$ cat src/rtl/add_sub_mc.sv
// add_sub_mc: multi-cycle adder/subtractor.
// Runs WIDTH-bit a+b+cin or a-b-cin through one CHUNK-bit carry-lookahead
// slice per clock. The carry between slices lives in a register. Valid/ready
// handshakes on both sides; signed-overflow and zero flags come with the result.
module add_sub_mc #(
    parameter int WIDTH = 16,
    parameter int CHUNK = 4
) (
    input  logic             clk,
    input  logic             rst,
    input  logic             in_valid,
    output logic             in_ready,
    input  logic [WIDTH-1:0] a,
    input  logic [WIDTH-1:0] b,
    input  logic             cin,
    input  logic             ctrl,
    output logic             out_valid,
    input  logic             out_ready,
    output logic [WIDTH-1:0] s,
    output logic             cout,
    output logic             ovf,
    output logic             zero
);

    // Refuse to elaborate with a slice width that does not tile the operand.
    if (CHUNK < 1 || (WIDTH % CHUNK) != 0) begin : g_bad_params
        $error("add_sub_mc: WIDTH must be a multiple of CHUNK and CHUNK must be >= 1");
    end

    localparam int NSLICE = WIDTH / CHUNK;
    localparam int IDXW   = (NSLICE > 1) ? $clog2(NSLICE) : 1;
    localparam logic [IDXW-1:0] LAST_IDX = IDXW'(NSLICE - 1);

    localparam logic [1:0] IDLE = 2'd0;
    localparam logic [1:0] BUSY = 2'd1;
    localparam logic [1:0] DONE = 2'd2;

    logic [1:0]       state;
    logic [IDXW-1:0]  idx;
    logic             c_reg;
    logic [WIDTH-1:0] a_reg;
    logic [WIDTH-1:0] bx_reg;
    logic [WIDTH-1:0] s_reg;
    logic             cout_reg;
    logic             ovf_reg;
    logic             zero_reg;

    logic [CHUNK-1:0] a_sl;
    logic [CHUNK-1:0] bx_sl;
    logic [CHUNK-1:0] g;
    logic [CHUNK-1:0] p;
    logic [CHUNK:0]   cc;
    logic [CHUNK-1:0] sum_sl;
    logic [WIDTH-1:0] s_next;

    // Handshake outputs are pure functions of state, so no input reaches an output combinationally.
    assign in_ready  = (state == IDLE);
    assign out_valid = (state == DONE);
    assign s         = s_reg;
    assign cout      = cout_reg;
    assign ovf       = ovf_reg;
    assign zero      = zero_reg;

    // One carry-lookahead slice: generate/propagate from the selected bits, carries from c_reg, then the sum.
    always_comb begin
        a_sl   = a_reg[idx*CHUNK +: CHUNK];
        bx_sl  = bx_reg[idx*CHUNK +: CHUNK];
        g      = a_sl & bx_sl;
        p      = a_sl | bx_sl;
        cc     = '0;
        cc[0]  = c_reg;
        for (int k = 0; k < CHUNK; k++) begin
            cc[k+1] = g[k] | (p[k] & cc[k]);
        end
        sum_sl = a_sl ^ bx_sl ^ cc[CHUNK-1:0];
        s_next = s_reg;
        s_next[idx*CHUNK +: CHUNK] = sum_sl;
    end

    // Control FSM plus operand, carry, result and flag registers; the flags are captured with the last slice.
    always_ff @(posedge clk) begin
        if (rst) begin
            state    <= IDLE;
            idx      <= '0;
            c_reg    <= 1'b0;
            a_reg    <= '0;
            bx_reg   <= '0;
            s_reg    <= '0;
            cout_reg <= 1'b0;
            ovf_reg  <= 1'b0;
            zero_reg <= 1'b0;
        end else begin
            case (state)
                IDLE: begin
                    if (in_valid) begin
                        a_reg  <= a;
                        bx_reg <= b ^ {WIDTH{ctrl}};
                        c_reg  <= cin ^ ctrl;
                        idx    <= '0;
                        state  <= BUSY;
                    end
                end
                BUSY: begin
                    s_reg <= s_next;
                    c_reg <= cc[CHUNK];
                    idx   <= idx + IDXW'(1);
                    if (idx == LAST_IDX) begin
                        cout_reg <= cc[CHUNK];
                        ovf_reg  <= cc[CHUNK] ^ cc[CHUNK-1];
                        zero_reg <= (s_next == '0);
                        state    <= DONE;
                    end
                end
                DONE: begin
                    if (out_ready) begin
                        state <= IDLE;
                    end
                end
                default: begin
                    state <= IDLE;
                end
            endcase
        end
    end

endmodule

$ cat config.mk
export PLATFORM = sky130hd
export DESIGN_NAME = add_sub_mc
export DESIGN_NICKNAME = d
export VERILOG_FILES = /design/src/rtl/add_sub_mc.sv
export SDC_FILE = /design/constraint.sdc
export NUM_CORES = 1
export LEC_CHECK = 0
export BUFFER_PORTS_ARGS = -buffer_cell sky130_fd_sc_hd__buf_2
export CORE_MARGIN = 1
export CORE_UTILIZATION = 55
export CTS_BUF_LIST = sky130_fd_sc_hd__clkbuf_2 sky130_fd_sc_hd__clkbuf_4 sky130_fd_sc_hd__clkbuf_8
export CTS_CLUSTER_SIZE = 28
export DETAILED_ROUTE_END_ITERATION = 10
export PLACE_DENSITY = 0.87
export SYNTH_ARGS = -nofsm -noshare
export SYNTH_HDL_FRONTEND = slang
export SYNTH_SLANG_ARGS = --single-unit
$ cat constraint.sdc
create_clock -name clk -period 7.65 [get_ports clk]
set_input_delay 1.1475 -clock clk [delete_from_list [all_inputs] [get_ports clk]]
set_output_delay 1.1475 -clock clk [all_outputs]
set_load 0.005 [all_outputs]
Yosys cells after proc, flatten, opt, wreduce, memory -nomap -nowiden
Cells that the tools add are included.

Bits in registers: 56. Bits of input ports: 38.

Add/sub/neg operators: 2. Eq/ne operators: 6. Shift operators: 4. Multiplexer cells: 9. Bitwise logic cells: 15. Reductions and logical operators: 7.

Operators with widths (number): 4-bit negation with 34-bit output (1); 4-bit by 34-bit variable shift with 16-bit output, first input constant (1); 4-bit by 34-bit variable part select with 16-bit output (1); 16-bit by 5-bit variable part select with 4-bit output (2); 16-bit bitwise mux (1); 16-bit logical NOT (1); 16-bit XOR (1); 2-bit two-way mux (4); 4-bit XOR (2); 2-bit case mux with 3 select lines (1); 2-bit AND reduction (3); 1-bit bitwise AND (4); 4-bit bitwise AND (1); 2-bit equality test, second input constant (2); 2-bit inequality test, second input constant (2); 1-bit OR (4); 4-bit OR (1); 2-bit case mux with 2 select lines (1); 3-bit AND reduction (1); 2-bit by 1-bit adder with 2-bit output, second input constant (1); 2-bit by 1-bit equality test with 1-bit output, second input constant (1); 2-bit logical NOT (1); 2-bit by 1-bit inequality test with 1-bit output, second input constant (1); 1-bit case mux with 2 select lines (1); other kinds (3) (4).

Longest topological paths before layout
Depth in word-level cells: 12. Mapped depth: 13.

Worst setup path after synthesis
No wires, ideal clock.

Kind: register to register. Start: reg idx[0]. End: reg zero_reg (netlist: zero). Setup time: 96 ps. Arrival time: 3710 ps. Required time: 7554 ps. Path slack: 3844 ps. Cell stages (with the launch flop): 14. Path through: dfxtp_1 -> clkbuf_2 -> buf_2 -> mux4_2 -> inv_1 -> fa_1 -> fa_1 -> inv_1 -> fa_1 -> fa_1 -> nor2_1 -> a31oi_1 -> or4_1 -> o41ai_2.

Cells in the longest elaborated chain, start to end: 12.

RTL lines: from (decl) (line 39) `logic [IDXW-1:0] idx;`; from (signal assigned) (line 106) `idx <= idx + IDXW'(1);`; 16-bit by 5-bit variable part select with 4-bit output, on equally long branches (line 66, 67); 4-bit OR (line 69) `p = a_sl | bx_sl;`; 1-bit bitwise AND (line 73) `cc[k+1] = g[k] | (p[k] & cc[k]);`; 1-bit OR (line 73); 1-bit bitwise AND (line 73); 1-bit OR (line 73); 1-bit bitwise AND (line 73); 1-bit OR (line 73); 4-bit XOR (line 75) `sum_sl = a_sl ^ bx_sl ^ cc[CHUNK-1:0];`; 4-bit by 34-bit variable part select with 16-bit output (line 77) `s_next[idx*CHUNK +: CHUNK] = sum_sl;`; 16-bit bitwise mux (line 77); 16-bit logical NOT (line 110) `zero_reg <= (s_next == '0);`; to (signal assigned) (line 110); to (decl) (line 46) `logic zero_reg;`.

Parallel ways exist; a longest one is shown, timed or not. A chain may end at the register's enable or synchronous reset.

Worst setup path in the final report
Ends and elaborated chain as after synthesis.

==> out/results.ini <==
[synth]
yosys.cell_types.count=37
synth_nets=344
synth-seq-cells=56
async_flop_share_pct=0
synth-edff-count=0
ys_warn_count=0
yosys_most_used_dff=dfxtp_1
synthTopCellsByArea=dfxtp_1 42%, mux4_2 6.8%, nand2_1 6.4%
synthCells=296
syn_avg_cell_area_sq_um=8.92
synth_top_area_share_pct=42.5
synth_top_area_cell=dfxtp_1
netlist_area_sq_um=2640
yosysSeqAreaShare_pct=42.5

[cts]
htreeDepth=2
cts_tree=yes
insertion_delay_ps=310
clk_pin_slew_ps=90
ctsLongestPathBuffers=2
cts.sinks=56
hold_buffers=0
cts_root_buf=clkbuf_8
cts_setup_buffers=0
numCtsBuffers=5
ctsResizeCount=0

[critical_path]
arrival_ps=4420
cp_max_fo=19
crit_chain=mux4_2 > inv_1 > fa_1 > fa_1 > inv_1 > fa_1 > fa_1 > nor2_1 > a31oi_1 > or4_1 > o41ai_2
crit_path_end_kind=register
criticalPathCategory=register to register
ff2ff_path_depth=11
critPathSlowestCell=dfxtp_1
slowest_delay_ps=860
critPathMostFrequentCell=fa_1
worst_ep_required_time_ps=7880
start_kind=register

[timing]
rsz0062_at_grt=false
worst_pin_slew_ps=961
period_share_pct=54.8
timing.setup.tns_ps=0
fin_hold_ws_ps=458
finalCriticalPeriod_ps=4190
setup_violations=0
hold_viol_final=0
fmaxAchievable_ghz=0.239
fin_skew_ps=7.48
layout_setup_ws_ps=3460
relSlewSlack_pct=35.9
finalMaxSlewViolations=0

[floorplanning]
core-area_sq_um=4470
rows=24
dieArea_sq_um=5080
dieWidth_um=71.3
die_h_um=71.3
initial_core_util_pct=59.0
io_pins=59

[run_status]
outcome=finished, violations left
violations=DRC

[detailed_routing]
wl_per_cell_um=13.7
vias=2230
drc=4
drtIter0Drc=153
ant_nets=0
routed_via_density=5.62
wl_um=5440
firstDrtPassIters=8

[run]
max_cap_viol_count=0

[hold_path]
hold-path-cell-count=2
hp-class=register to register

[final_layout]
drive_gt1_share_pct=22.9
post-route-util_pct=67.8
nets=392
insertedDiodeCount=0
final_cell_area_sq_um=3030
layout_commonest_cell=buf_2
final-instance-count-excl-fill=397
final_cell_mix=58 x buf_2, 56 x dfxtp_1, 45 x nand2_1, 42 x nor2_1, 26 x a21oi_1
nFillCells=365
syn_to_final_growth_pct=14.9

[place]
port_buffers=58
dp.final_hpwl_um=3970
gp_congestion=0.876
placed_area_sq_um=2940
pre_cts_slack_ps=3490
dpl.cell_count=389

[power]
peakVddDrop_mv=0.111
p_leak_nw=1.23
finalPower_mw=0.595
power_density_nw_per_um2=196

[global_route]
grt_usage_pct=23.0
grt_max_degree=57
antenna_found_initial=0
grt_pass1_wl_um=9230
first_global_vias=2150
grt-ovfl-total=0

[routing by layer]
metal	global-route usage (%)	routed length (um)
met4	12.0	172
met2	38.5	2760
met3	4.92	266
met1	27.9	2230
met5	0	0
[worst max-delay path: cells and delay by family, from the launching register on]
kind / cells / cell delay (ps)
DFF: 1 / 860
adders and majority gates: 4 / 1320
and+or+nand+nor: 2 / 740
muxes: 1 / 600
AOI/OAI and AO/OA: 2 / 440
buffers and inverters: 2 / 150
[final timing paths]
kind | from | end | slack, ps
worst max-delay path | idx[0] | zero | 3460
worst min-delay path | a_reg[3] | a_reg[3] | 460
worst max register to register | idx[0] | zero | 3460
worst min register to register | a_reg[3] | a_reg[3] | 460
[power breakdown]
part	internal [mW]	total [mW]	switching, mW
combinational	0.0454	0.104	0.0586
sequential	0.307	0.320	0.0124
clock	0.0811	0.171	0.0897
[layout make-up]
class	instances	area, sq um	share of cell area (%)
clock buffers	8	97.6	3.22
inverters	10	37.5	1.24
multi-input cells	212	1410	46.6
flip-flops and latches	56	1120	37.0
well taps	52	65.1	2.15
repair buffers	59	298	9.82
[cells in the mapped netlist (2+ instances only)]
master,instances
mux4_2,8
ha_1,6
or3_1,2
a211oi_1,16
xor2_1,2
nand2_1,45
nor3_1,3
xnor2_1,16
nor4_1,3
nor3b_1,3
fa_1,4
nor2b_1,2
nand3b_1,2
a22oi_1,13
inv_1,10
dfxtp_1,56
buf_2,3
clkbuf_1,11
a21oi_1,26
buf_1,3
nor2_1,42
nand3_1,4
nand2b_1,2
[logic make-up (layout without fill, tap and decap cells)]
family	Yosys count	count (layout)	synth area share, %
multiplexers	9	9	7.25
XOR/XNOR	18	18	5.97
adder cells (fa/ha/maj)	10	10	5.88
AO/OA/AOI/OAI	61	61	15.1
buffers and inverters	28	77	4.17
AND/OR/NAND/NOR	114	114	19.1
flip-flops	56	56	42.5
Power figures use the tool's default switching activity.
